--- config.mk ---
export PLATFORM = sky130hd
export DESIGN_NAME = period_meter
export DESIGN_NICKNAME = d
export VERILOG_FILES = /design/src/rtl/period_meter.sv
export SDC_FILE = /design/constraint.sdc
export NUM_CORES = 1
export LEC_CHECK = 0
export ABC_CLOCK_PERIOD_IN_PS = 3000
export CORE_MARGIN = 2
export CORE_UTILIZATION = 40
export DETAILED_ROUTE_END_ITERATION = 6
export GPL_ROUTABILITY_DRIVEN = 0
export GPL_TIMING_DRIVEN = 1
export PLACE_DENSITY = 0.66
export SYNTH_ARGS = -nofsm -noshare
export SYNTH_HDL_FRONTEND = slang
export SYNTH_SLANG_ARGS = --single-unit
--- constraint.sdc ---
create_clock -name clk_in -period 3 [get_ports clk_in]
set_input_delay 0.45 -clock clk_in [delete_from_list [all_inputs] [get_ports clk_in]]
set_output_delay 0.45 -clock clk_in [all_outputs]
set_load 0.03 [all_outputs]
--- src/rtl/period_meter.sv ---
// -----------------------------------------------------------------------------
// period_meter
//
// Measures the period (and optionally the high time) of a slow, asynchronous
// periodic signal in clk_in cycles. Each completed period is reported through
// a valid/ready result port. Losing the signal for TIMEOUT cycles sets a
// sticky timeout flag.
//
// Optional feature macro: PERIOD_METER_HIGH_TIME_EN
//   defined   : high_time reports the clk_in cycles sig_in was high within
//               the reported period.
//   undefined : no high-time counter is built; high_time is tied to 0.
//
// Parameters
//   WIDTH    counter / result width, TIMEOUT must fit in WIDTH bits
//   TIMEOUT  clk_in cycles without a rising edge before the signal is lost
//
// Ports
//   clk_in      in   fast clock, the only clock of the block
//   reset       in   synchronous, active-high reset
//   sig_in      in   measured signal, asynchronous to clk_in
//   meas_valid  out  a result is held on period/high_time
//   meas_ready  in   consumer accepts the result
//   period      out  clk_in cycles between two consecutive rising edges
//   high_time   out  clk_in cycles sig_in was high within that period
//   timeout     out  sticky: signal lost, cleared by the next result
//   overrun     out  one-cycle pulse: an unaccepted result was overwritten
//
// FSM states
//   state      | meaning
//   -----------+---------------------------------------------------------
//   ST_IDLE    | no reference edge yet; counter held at 0
//   ST_MEASURE | counting since the last rising edge; next edge gives result
// -----------------------------------------------------------------------------
module period_meter #(
  parameter int WIDTH   = 27,
  parameter int TIMEOUT = 50000000
) (
  input  logic             clk_in,
  input  logic             reset,
  input  logic             sig_in,
  output logic             meas_valid,
  input  logic             meas_ready,
  output logic [WIDTH-1:0] period,
  output logic [WIDTH-1:0] high_time,
  output logic             timeout,
  output logic             overrun
);

  typedef enum logic {
    ST_IDLE    = 1'b0,
    ST_MEASURE = 1'b1
  } state_e;

  localparam logic [WIDTH-1:0] TimeoutCnt = WIDTH'(TIMEOUT);
  localparam logic [WIDTH-1:0] One        = WIDTH'(1);

  state_e           state_q, state_d;
  logic             s1_q, s2_q, prev_q;
  logic [WIDTH-1:0] cnt_q, cnt_d;
  logic [WIDTH-1:0] period_q, period_d;
  logic             valid_q, valid_d;
  logic             timeout_q, timeout_d;
  logic             overrun_q, overrun_d;
  logic             rise;
  logic             latch_res;

  // Two-flop synchronizer followed by an edge-detect flop.
  always_ff @(posedge clk_in) begin
    if (reset) begin
      s1_q   <= 1'b0;
      s2_q   <= 1'b0;
      prev_q <= 1'b0;
    end else begin
      s1_q   <= sig_in;
      s2_q   <= s1_q;
      prev_q <= s2_q;
    end
  end

  assign rise = s2_q & ~prev_q;

  // State and result registers.
  always_ff @(posedge clk_in) begin
    if (reset) begin
      state_q   <= ST_IDLE;
      cnt_q     <= '0;
      period_q  <= '0;
      valid_q   <= 1'b0;
      timeout_q <= 1'b0;
      overrun_q <= 1'b0;
    end else begin
      state_q   <= state_d;
      cnt_q     <= cnt_d;
      period_q  <= period_d;
      valid_q   <= valid_d;
      timeout_q <= timeout_d;
      overrun_q <= overrun_d;
    end
  end

  always_comb begin
    state_d   = state_q;
    cnt_d     = cnt_q;
    period_d  = period_q;
    valid_d   = valid_q;
    timeout_d = timeout_q;
    overrun_d = 1'b0;
    latch_res = 1'b0;

    case (state_q)
      ST_IDLE: begin
        cnt_d = '0;
        if (rise) begin
          cnt_d   = One;
          state_d = ST_MEASURE;
        end
      end
      ST_MEASURE: begin
        // A rise on the timeout cycle still counts as a valid period.
        if (rise) begin
          latch_res = 1'b1;
          cnt_d     = One;
        end else if (cnt_q == TimeoutCnt) begin
          state_d   = ST_IDLE;
          cnt_d     = '0;
          timeout_d = 1'b1;
        end else begin
          cnt_d = cnt_q + One;
        end
      end
      default: begin
        state_d = ST_IDLE;
        cnt_d   = '0;
      end
    endcase

    // A new result takes priority over the handshake completing in the
    // same cycle, so valid stays high and the fresh data is presented.
    if (latch_res) begin
      period_d  = cnt_q;
      valid_d   = 1'b1;
      timeout_d = 1'b0;
      overrun_d = valid_q & ~meas_ready;
    end else if (valid_q && meas_ready) begin
      valid_d = 1'b0;
    end
  end

`ifdef PERIOD_METER_HIGH_TIME_EN
  logic [WIDTH-1:0] hcnt_q, hcnt_d;
  logic [WIDTH-1:0] high_q, high_d;

  always_ff @(posedge clk_in) begin
    if (reset) begin
      hcnt_q <= '0;
      high_q <= '0;
    end else begin
      hcnt_q <= hcnt_d;
      high_q <= high_d;
    end
  end

  // The rise cycle itself is the first high cycle, hence the load of 1.
  always_comb begin
    hcnt_d = hcnt_q;
    high_d = high_q;
    if (state_q == ST_IDLE) begin
      hcnt_d = rise ? One : '0;
    end else if (rise) begin
      hcnt_d = One;
    end else if (s2_q) begin
      hcnt_d = hcnt_q + One;
    end
    if (latch_res) begin
      high_d = hcnt_q;
    end
  end

  assign high_time = high_q;
`else
  assign high_time = '0;
`endif

  assign meas_valid = valid_q;
  assign period     = period_q;
  assign timeout    = timeout_q;
  assign overrun    = overrun_q;

endmodule
Yosys cells after proc, flatten, opt, wreduce, memory -nomap -nowiden. Index checks and enable logic that the tools add are counted. Widths: inputs -> output; s select.

Equality and inequality tests: 1. Multiplexer cells: 11. Reductions and logical operators: 5. $add $sub $neg: 1. Bitwise gates (word level): 7.

Operators with widths (number): $mux 27 (2); $pmux 27 s2 (1); $add 27x1->27 const B (1); $eq 27x26->1 const B (1); $mux 1 (7); $not 1->1 (5); $reduce_or 2->1 (2); $reduce_and 3->1 (1); $and 1x1->1 (2); $pmux 1 s2 (1); $reduce_bool 2->1 (1); $logic_and 1x1->1 (1).

Bits in registers: 61.

Logic depth before layout (Yosys ltp).
Depth in word-level cells: 6. Mapped depth: 7. Depth with buffers taken out: 6.

Worst setup path after synthesis. OpenSTA, ideal clock, no wires.

Path type: reg-to-reg. Start: register cnt_q[2]. End: register cnt_q[24]. Clock period less this slack: 1.820 ns. Library setup time: 0.125 ns. Slack: 1.180 ns. Data arrival time: 1.694 ns. Data required time: 2.875 ns. Buffers on the path: 1. Stages on the path, launching flop included: 5. Cells stage by stage: dfxtp_1 -> or4_2 -> o41ai_4 -> buf_4 -> a21oi_1.

Word-level cells in the longest chain between the ends: 4.

RTL lines: start: declaration (line 60) `logic [WIDTH-1:0] cnt_q, cnt_d;`; start signal: assignment (line 94) `cnt_q <= cnt_d;`; $add 27x1->27 or $eq 27x26->1 (tied branches) (line 129, 124); $mux 27 (*) (line 124) `end else if (cnt_q == TimeoutCnt) begin`; $mux 27 (*) (line 121) `if (rise) begin`; $pmux 27 s2 (*) (line 111) `case (state_q)`.

Mark *: on every way between the ends. The rest lies on a longest branch, timed or not. A chain may end at the register's enable or synchronous reset.

Worst setup path in the final report.
Start: register cnt_q[0]. End: register cnt_q[22].

The elaborated chain is that of the path after synthesis.

==> qor.yml <==
power_and_ir_drop:
  p_clk_share_pct: 48.1
  cellPowerDensity_nw_per_um2: 534.4
  p_sw_share_pct: 22.11
  peakVddDrop_mv: 0.2707
  p_int_uw: 1335
  seq_power_share_pct: 47.6
  power_frac_comb_pct: 4.3
  total_power_uw: 1714
  switchingPower_uw: 378.9
  leakagePower_uw: 0.001030
sta:
  tightest_slew_ps: 946.3
  fin_crit_ps: 2235
  layout_setup_ws_ps: 764.8
  hold-worst-slack_ps: 435.6
  fmax_mhz: 447.4
  finalMaxSlewViolations: 0
  slew_headroom_pct: 36.76
  period_share_pct: 74.51
  setup_viol: 0
  hold_viol: 0
  rsz0062_at_grt: "false"
  setup_tns_ps: 0
  fin_skew_ps: 8.961
yosys:
  synth_edf_count: 0
  synth_area_um2: 2714
  yosysSeqAreaShare_pct: 45.00
  syn_inst: 322
  avgSynthCellArea_um2: 8.428
  synth_cell_types: 42
  async_flop_share_pct: 0
  ys_ff_latch: 61
  synth_flop_cell: "dfxtp_1"
  yosys_warnings: 0
clock_tree:
  cts_tree: "done"
  cts_made_buffers: 9
  cts_buffer_depth: 2
  root_buffer: "clkbuf_8"
  cts_resized: 0
  clk_latency_ps: 340
  htree_levels: 3
  clk_pin_slew_worst_paths_ps: 70
  cts_sinks: 61
  holdBufCountCts: 0
  post-cts-setup-buffers: 0
global_routing:
  antenna_found_initial: 0
  grtUsageTotal_pct: 15.83
  overflow: 0
  grt_max_degree: 36
  grt_pass1_vias: 2106
  grt_pass1_wl_mm: 9.473
finish:
  syn_to_final_growth_pct: 18.17
  post-route-util_pct: 48.00
  antennaDiodeCount: 0
  multiInputGateArea_um2: 1285
  nets: 357
  seq_area_um2: 1221
  fillCellCount: 664
  drive_above_1_share_pct: 7.865
placed_design:
  portBuffers: 33
  pre_cts_slack_ps: 781.5
  dpl.hpwl_mm: 3.616
routing:
  dr.pass1.iters: 4
  num_vias: 2182
  antenna_left: 0
  wire_per_inst_um: 12.38
  wl_mm: 5.399
  drtIter0Drc: 94
  drcViolationCount: 0
  viasPerCell: 5.005
status:
  status: "completed"
die:
  fp.dieArea_um2: 7460
  io_pins: 61
  rows: 30
  initial_core_util_pct: 40.62
  die_h_um: 86.37
  die_x_um: 86.37
  core_area_um2: 6681
critical_path:
  worstPathRequired_ps: 3270
  cp_data_arrival_time_ps: 2510
  critical_path.max_fanout: 16
  endpoint_kind: "flop"
  critical_path_class: "reg2reg"
  startpoint_type: "flop"
run:
  drv_cap: 0
min_path:
  hp-class: "reg2reg"
metal layers:
metal	track usage [%]	up-vias	share of wire (%)
met5	0	-	0
met4	5.824	0	1.2
met3	5.333	8	3.7
met2	26.50	52	48
met1	18.85	1008	47
li1	-	1114	-
cell usage in the layout (no fill, tap or decap), types with 2 or more instances in the layout:
| cell type | instances |
|---|---|
| nand2_1 | 63 |
| dfxtp_1 | 61 |
| a21oi_1 | 39 |
| clkdlybuf4s50_1 | 33 |
| conb_1 | 27 |
| nor2_1 | 18 |
| clkbuf_8 | 11 |
| xnor2_1 | 10 |
| nand3_1 | 9 |
| nand4_1 | 7 |
| inv_1 | 6 |
| o31ai_1 | 6 |
| o21ai_0 | 6 |
| or4_1 | 5 |
| nor2b_1 | 4 |
| and4_1 | 4 |
| or3_1 | 4 |
| nor3_1 | 4 |
| nor4b_1 | 3 |
| nand2b_1 | 3 |
| nor4_1 | 3 |
| buf_4 | 3 |
| or3_2 | 2 |
| xor2_1 | 2 |
| o21a_1 | 2 |
| ha_1 | 2 |
| clkinv_2 | 2 |
| bufinv_16 | 2 |
cell usage after synthesis, types with 2 or more instances:
cell | instances | share of area, %
and4_1 | 4 | 1.3
buf_4 | 29 | 8.0
nor4_1 | 3 | 0.69
or3_1 | 4 | 0.92
nor4b_1 | 3 | 0.97
clkbuf_1 | 12 | 1.7
xor2_1 | 2 | 0.65
nand2b_1 | 3 | 0.69
a21oi_1 | 39 | 7.2
o31ai_1 | 6 | 1.7
nor2b_1 | 4 | 0.92
o21a_1 | 2 | 0.55
ha_1 | 2 | 0.92
o21ai_0 | 6 | 1.1
or4_1 | 5 | 1.4
xnor2_1 | 10 | 3.2
nor3_1 | 4 | 0.74
nand2_1 | 63 | 8.7
inv_1 | 6 | 0.83
nand4_1 | 7 | 1.6
dfxtp_1 | 61 | 45
or3_2 | 2 | 0.55
nor2_1 | 18 | 2.5
nand3_1 | 9 | 1.7
registers in the layout, indices dropped and copies added, names as in the netlist:
register and flops:
period 27, state_q 1, cnt_q 27, s1_q 1, timeout 1, overrun 1, meas_valid 1, s2_q 1
prev_q 1
worst max-delay path, stage by stage (launching register included):
cell and delay [ps]:
dfxtp_1 460, ha_1 270, and4_2 250, nand4_1 460, or4_1 590, a21oi_1 140
stage by stage:
step	cell area, um^2	cells
floorplan	2811	348
global placement	2982	420
detailed placement	2982	420
CTS	3207	436
global route	3207	436
finish	3207	436
final timing paths:
check | cells past startpoint | end | slack, ps | start
setup / recovery | 5 | cnt_q[22] | 760 | cnt_q[0]
hold / removal | 1 | s2_q | 440 | s1_q
setup reg to reg | 5 | cnt_q[22] | 760 | cnt_q[0]
hold reg to reg | 1 | s2_q | 440 | s1_q
logic make-up after synthesis:
group / after synthesis / share of synthesized area, %
buffers and inverters: 50 / 11.25
xor gates and xnor gates: 12 / 3.873
other: 1 / 0.1382
and+or+nand+nor: 138 / 26.05
DFF: 61 / 45.00
AOI/OAI and AO/OA: 58 / 12.77
adders and majority gates: 2 / 0.9219
area by class of cell:
| type | instances | area share (%) |
|---|---|---|
| clock buffer | 12 | 4.838 |
| tap | 80 | 3.121 |
| timing repair buffer | 36 | 11.00 |
| multi-input combinational | 237 | 40.07 |
| sequential | 61 | 38.08 |
| inverter | 6 | 0.7023 |
| clock inverter | 4 | 2.185 |
power by group through the flow:
stage | combinational (uW) | clock (uW) | sequential (uW)
floorplan | 90.6 | 0 | 834
global placement | 72.6 | 0 | 834
detailed placement | 73.2 | 0 | 834
global route | 79.7 | 879 | 816
finish | 73.7 | 824 | 816
CTS | 73.2 | 843 | 816
Note: power is estimated with default switching activity, not from simulation.
